**config.mk**
```make
export PLATFORM = sky130hd
export DESIGN_NAME = ifetch_seq
export DESIGN_NICKNAME = d
export VERILOG_FILES = /design/src/rtl/msp430_pkg.sv /design/src/rtl/ext_need_dec.sv /design/src/rtl/ifetch_seq.sv
export SDC_FILE = /design/constraint.sdc
export NUM_CORES = 1
export LEC_CHECK = 0
export CORE_MARGIN = 2
export CORE_UTILIZATION = 43
export CTS_CLUSTER_SIZE = 14
export DETAILED_ROUTE_END_ITERATION = 10
export GPL_ROUTABILITY_DRIVEN = 0
export GPL_TIMING_DRIVEN = 0
export PLACE_DENSITY_LB_ADDON = 0.3
export SYNTH_ARGS = -nofsm -noshare
export SYNTH_HDL_FRONTEND = slang
export SYNTH_SLANG_ARGS = --single-unit
```
**constraint.sdc**
```tcl
create_clock -name clk -period 1.9 [get_ports clk]
set_input_delay 0.38 -clock clk [delete_from_list [all_inputs] [get_ports clk]]
set_output_delay 0.38 -clock clk [all_outputs]
set_load 0.005 [all_outputs]
```
**src/rtl/msp430_pkg.sv**
```systemverilog
// msp430_pkg: fetch FSM states, opcode format constants and decode field bundle.
package msp430_pkg;
  typedef enum logic [2:0] {VEC, FETCH, DECODE, EXT_SRC, EXT_DST, ISSUE} state_t;
  localparam logic [15:0] RST_VEC_DEFAULT = 16'hFFFE;
  localparam logic [3:0]  CG_REG          = 4'd3;
  localparam logic [3:0]  FMT1_MIN        = 4'h4;
  localparam logic [5:0]  FMT2_OP         = 6'b000100;
  localparam logic [2:0]  JMP_OP          = 3'b001;
  typedef struct packed {
    logic [3:0] sa;
    logic [3:0] da;
    logic [1:0] as;
    logic       ad;
    logic       bw;
  } dec_t;
endpackage

```
**src/rtl/ext_need_dec.sv**
```systemverilog
// ext_need_dec: field decode and extension-word requirements for one opcode.
module ext_need_dec
  import msp430_pkg::*;
(
  input  logic [15:0] opcode,
  output dec_t        dec,
  output logic        need_src,
  output logic        need_dst
);
  logic fmt1, fmt2, dual;
  always_comb begin
    fmt1     = opcode[15:12] >= FMT1_MIN;
    fmt2     = opcode[15:10] == FMT2_OP;
    dual     = fmt1 | fmt2;
    dec.sa   = fmt1 ? opcode[11:8] : fmt2 ? opcode[3:0] : 4'd0;
    dec.da   = dual ? opcode[3:0] : 4'd0;
    dec.as   = dual ? opcode[5:4] : 2'd0;
    dec.ad   = fmt1 & opcode[7];
    dec.bw   = dual & opcode[6];
    // SA=3 and SA=2 with As=1x are constant generators and carry no word
    need_src = dual && ((dec.as == 2'b01 && dec.sa != CG_REG) ||
                        (dec.as == 2'b11 && dec.sa == 4'd0));
    need_dst = fmt1 & opcode[7];
  end
endmodule

```
**src/rtl/ifetch_seq.sv**
```systemverilog
// ifetch_seq: reset-vector load, instruction/extension fetch, decode and issue.
module ifetch_seq
  import msp430_pkg::*;
#(
  parameter logic [15:0] RST_VEC_ADDR = RST_VEC_DEFAULT
) (
  input  logic        clk,
  input  logic        rst,
  output logic        mem_req,
  output logic [15:0] mem_addr,
  input  logic        mem_rdy,
  input  logic [15:0] mem_rdata,
  input  logic        pc_load,
  input  logic [15:0] pc_load_val,
  output logic [15:0] reg_PC_in,
  output logic        pc_we,
  output logic [3:0]  SA,
  output logic [3:0]  DA,
  output logic [1:0]  As,
  output logic        Ad,
  output logic        BW,
  output logic [15:0] opcode,
  output logic [15:0] src_ext,
  output logic [15:0] dst_ext,
  output logic        instr_valid,
  input  logic        instr_ready
);
  state_t      state_q, state_d;
  logic [15:0] pc_q, pc_d, addr_q, addr_d, opcode_q, opcode_d;
  logic [15:0] src_ext_q, src_ext_d, dst_ext_q, dst_ext_d;
  logic        req_q, req_d, pc_we_q, pc_we_d, valid_q, valid_d, discard_q, discard_d;
  logic        need_src, need_dst, rd_state, rd_done;
  dec_t        dec;

  ext_need_dec u_dec (.opcode(opcode_q), .dec(dec), .need_src(need_src), .need_dst(need_dst));

  always_comb begin
    state_d   = state_q;
    pc_d      = pc_q;
    addr_d    = addr_q;
    opcode_d  = opcode_q;
    src_ext_d = src_ext_q;
    dst_ext_d = dst_ext_q;
    req_d     = req_q;
    valid_d   = valid_q;
    discard_d = discard_q;
    pc_we_d   = 1'b0;
    rd_state  = state_q == VEC || state_q == FETCH || state_q == EXT_SRC || state_q == EXT_DST;
    rd_done   = req_q && mem_rdy;
    if (discard_q) begin
      if (rd_done) begin
        req_d     = 1'b0;
        discard_d = 1'b0;
      end
    end else if (rd_state && !req_q) begin
      req_d  = 1'b1;
      addr_d = state_q == VEC ? RST_VEC_ADDR : pc_q;
    end else if (rd_state && rd_done) begin
      req_d   = 1'b0;
      pc_we_d = 1'b1;
      pc_d    = state_q == VEC ? (mem_rdata & 16'hFFFE) : pc_q + 16'd2;
      state_d = state_q == VEC ? FETCH : state_q == FETCH ? DECODE :
                (state_q == EXT_SRC && need_dst) ? EXT_DST : ISSUE;
      valid_d = state_d == ISSUE;
      if (state_q == FETCH) begin
        opcode_d  = mem_rdata;
        src_ext_d = 16'd0;
        dst_ext_d = 16'd0;
      end
      if (state_q == EXT_SRC) src_ext_d = mem_rdata;
      if (state_q == EXT_DST) dst_ext_d = mem_rdata;
    end else if (state_q == DECODE) begin
      state_d = need_src ? EXT_SRC : need_dst ? EXT_DST : ISSUE;
      valid_d = !(need_src || need_dst);
    end else if (state_q == ISSUE && instr_ready) begin
      valid_d = 1'b0;
      state_d = FETCH;
    end
    // a redirect never aborts a read in flight; its data is just thrown away
    if (pc_load && state_q != VEC) begin
      pc_d    = pc_load_val & 16'hFFFE;
      pc_we_d = 1'b1;
      valid_d = 1'b0;
      state_d = FETCH;
      if (!req_q) req_d = 1'b0;
      else if (!rd_done) discard_d = 1'b1;
    end
  end

  always_ff @(posedge clk or negedge rst) begin
    if (!rst) begin
      state_q   <= VEC;
      pc_q      <= '0;
      addr_q    <= '0;
      opcode_q  <= '0;
      src_ext_q <= '0;
      dst_ext_q <= '0;
      req_q     <= 1'b0;
      pc_we_q   <= 1'b0;
      valid_q   <= 1'b0;
      discard_q <= 1'b0;
    end else begin
      state_q   <= state_d;
      pc_q      <= pc_d;
      addr_q    <= addr_d;
      opcode_q  <= opcode_d;
      src_ext_q <= src_ext_d;
      dst_ext_q <= dst_ext_d;
      req_q     <= req_d;
      pc_we_q   <= pc_we_d;
      valid_q   <= valid_d;
      discard_q <= discard_d;
    end
  end

  assign mem_req     = req_q;
  assign mem_addr    = addr_q;
  assign reg_PC_in   = pc_q;
  assign pc_we       = pc_we_q;
  assign instr_valid = valid_q;
  assign opcode      = opcode_q;
  assign src_ext     = src_ext_q;
  assign dst_ext     = dst_ext_q;
  assign SA          = dec.sa;
  assign DA          = dec.da;
  assign As          = dec.as;
  assign Ad          = dec.ad;
  assign BW          = dec.bw;
endmodule

```
==> results_dict.tcl <==
set metrics [dict create \
    synth_warnings 0 \
    dp_slack_ns -0.643 \
    worstPathMaxFanout 2 \
    cp-startpoint "opcode[10]" \
    seq_area_sq_um 2150 \
    drv_cap 0 \
    cp.arrival_ns 1.94 \
    initial_core_util 0.443 \
    hold_class "primary input to async pin" \
    syn_area_per_cell_sq_um 9.26 \
    wl_um 16200 \
    hold_viol 0 \
    switchingPower_mw 3.91 \
    area_delta_synth_final_pct 61.6 \
    share_comb_of_total_power 0.539 \
    syn_area_sq_um 4330 \
    core-area_sq_um 9770 \
    async_reset_ff_frac 1.00 \
    multi_input_area_sq_um 2350 \
    die_x_um 104 \
    worst_slew_pin_slew_ns 0.687 \
    synth-seq-cells 86 \
    synthDistinctLibCells 60 \
    fin_total_pwr_mw 10.3 \
    p_seq_frac 0.303 \
    synth_mux_area_frac 0.0595 \
    grt-ovfl-total 0 \
    cts_buffers 9 \
    finalWorstSetupSlack_ns -0.420 \
    p_clk_frac 0.158 \
    h-tree-depth 3 \
    violations "setup timing" \
    synth_top_family_by_area "compound AO/OA/AOI/OAI gates" \
    avgViaCountPerCell 5.92 \
    synth_most_common_cell "dfrtp_1" \
    path_cells "or4b_4, nor2_4, buf_6, buf_6, a22o_1, buf_2" \
    crit_top_cell "buf_6" \
    critical-path-max-stage-delay_ns 0.58 \
    synth_top_area_share 0.497 \
    dp_hpwl_um 9910 \
    seq_area_frac_synth 0.497 \
    antenna_left 0 \
    syn_inst 468 \
    synth_flop_cell "dfrtp_1" \
    path_clk_slew_ns 0.10 \
    synth_compound_area_frac 0.202 \
    ys_top_cells_by_area "dfrtp_1 (50%), nand2_1 (6.9%), mux2_2 (4.7%)" \
    ir_drop_mv 0.762 \
    yosys.area.top_type "dfrtp_1" \
    cp_num_buf_inv 3 \
    grt_pass1_vias 4456 \
    synth_fa_ha_area_frac 0.00289 \
    num_rows 36 \
    cts_max_path_buffers 2 \
    worstSetupStartpointType "register" \
    skew_ns 0.0167 \
    tns_ns -7.96 \
    pwr_density_cell_nw_per_um2 1470 \
    grt_usage 0.271 \
    synthesis.nets 506 \
    clk_latency_ns 0.38 \
    slowest_stage "or4b_4" \
    wl_per_cell_um 20.4 \
    endpoint_kind "output pin" \
    fin_nets 695 \
    rsz0062_at_grt "true" \
    antenna_found_initial 0 \
    io_pins 132 \
    slew_headroom 0.542 \
    required_ns 1.52 \
    reg2reg_setup_slack_ns -0.30 \
    clock_sinks 86 \
    fp.dieH_um 104 \
    fillers 670 \
    path_delay_family "simple AND/OR/NAND/NOR gates" \
    drt-initial-drc-count 430 \
    p_sw_frac 0.381 \
    worst-setup-path-type "register to output pin" \
    setup_viol 44 \
    dr.pass1.iters 5 \
    dieArea_sq_um 10900 \
    p_leak_nw 2.94 \
    drive_above_1_share 0.310 \
    hold_ws_ns 0.401 \
    synth_common_cells "dfrtp_1 (86), nand2_1 (80), nor2_1 (52)" \
    r2r_start "opcode[10]" \
    p_int_mw 6.36 \
    cts_tree "done" \
    grt_pass1_wl_um 23300 \
    outcome "complete, but fails checks" \
    slew_viol_final 0 \
    synth-xor-area-share 0.00202 \
    finalCritPeriodShare 1.22 \
    antenna_cells 0 \
    num_vias 4704 \
    yosys.area_share.simple 0.188 \
    grt_max_degree 71 \
    port_buffers 128 \
    min_period_ns 2.32 \
    synth_edf_count 0 \
    clock-root-buffer "clkbuf_8" \
    drc 0 \
    max_freq_mhz 431 \
]
==> timing repair <==
item                                    in CTS  in global routing
resized for setup                          122                 88
hold endpoints to repair                    16                  0
hold buffers                                 1                  0
endpoints found under the setup margin      79                 93
pin swaps                                   40                 33
buffers inserted                            32                 17
gates cloned                                 4                  2
==> worst paths after layout <==
path	end	cells after the start
min in group clk	discard_q	2
hold reg to reg	src_ext[6]	2
hold / removal	reg_PC_in[3]	2
setup reg to reg	state_q[0]	9
setup / recovery	SA[0]	6
max in group asynchronous	reg_PC_in[9]	3
==> through the flow <==
step	instance area [sq um]	instances	util
3_3_place_gp	5810	729	0.594
4_1_cts	6630	779	0.678
6_report	7000	795	0.716
5_1_grt	7000	795	0.716
3_5_place_dp	5830	730	0.597
2_1_floorplan	4360	468	-
==> final cells by class <==
type | instances | share of cell area
inverters | 8 | 0.00465
well taps | 133 | 0.0238
flip-flops and latches | 86 | 0.308
clock buffers | 9 | 0.0177
clock inverters | 7 | 0.0179
plain buffers | 29 | 0.0375
multi-input cells | 341 | 0.336
repair buffers | 182 | 0.255
==> cells in the final DEF, fill, tap and decap left out, types with 5 or more instances in the layout <==
cell               n
a21oi_2            6
mux2_2            17
buf_4             37
nand2_4           18
dfrtp_1           84
a31oi_1            9
buf_6             17
a22o_1             6
nor2_1            45
nand2_1           61
nor2b_1            8
clkbuf_1           8
nor2_4             6
inv_1              7
clkdlybuf4s50_1  112
buf_12             6
o22ai_1            5
buf_2             13
o21ai_0           27
o21ai_2           21
clkbuf_8           9
nand3_1            6
o21ai_1            9
a21oi_1           20
==> logic make-up (layout without fill, tap and decap cells) <==
kind of cell	after synthesis	count (layout)
mux	23	23
flops	86	86
compound gates	134	134
other cells	1	1
buf+inv	41	235
xor+xnor	1	1
simple gates	181	181
fa+ha+maj	1	1
==> power by group through the flow <==
stage | Clock [mW] | Combinational, mW | Sequential, mW
after floorplan | 0 | 2.02 | 3.00
after global placement | 0 | 4.09 | 3.08
after detailed placement | 0 | 4.20 | 3.11
after CTS | 1.62 | 4.91 | 3.06
after global routing | 1.70 | 5.87 | 3.18
final | 1.63 | 5.53 | 3.11
==> per-layer routing <==
layer | up-vias | part of all wire | global-route usage
met2 | 299 | 0.48 | 0.430
li1 | 2042 | - | -
met5 | - | 0 | 0
met3 | 69 | 0.082 | 0.0526
met4 | 0 | 0.048 | 0.129
met1 | 2294 | 0.39 | 0.356
==> sequential cells by signal (all words and copies together), names as in the netlist <==
register	flops
state_q	3
mem_req	1
instr_valid	1
dst_ext	16
reg_PC_in	15
opcode	16
pc_we	1
discard_q	1
mem_addr	16
src_ext	16
Note: power is estimated with default switching activity, not from simulation.
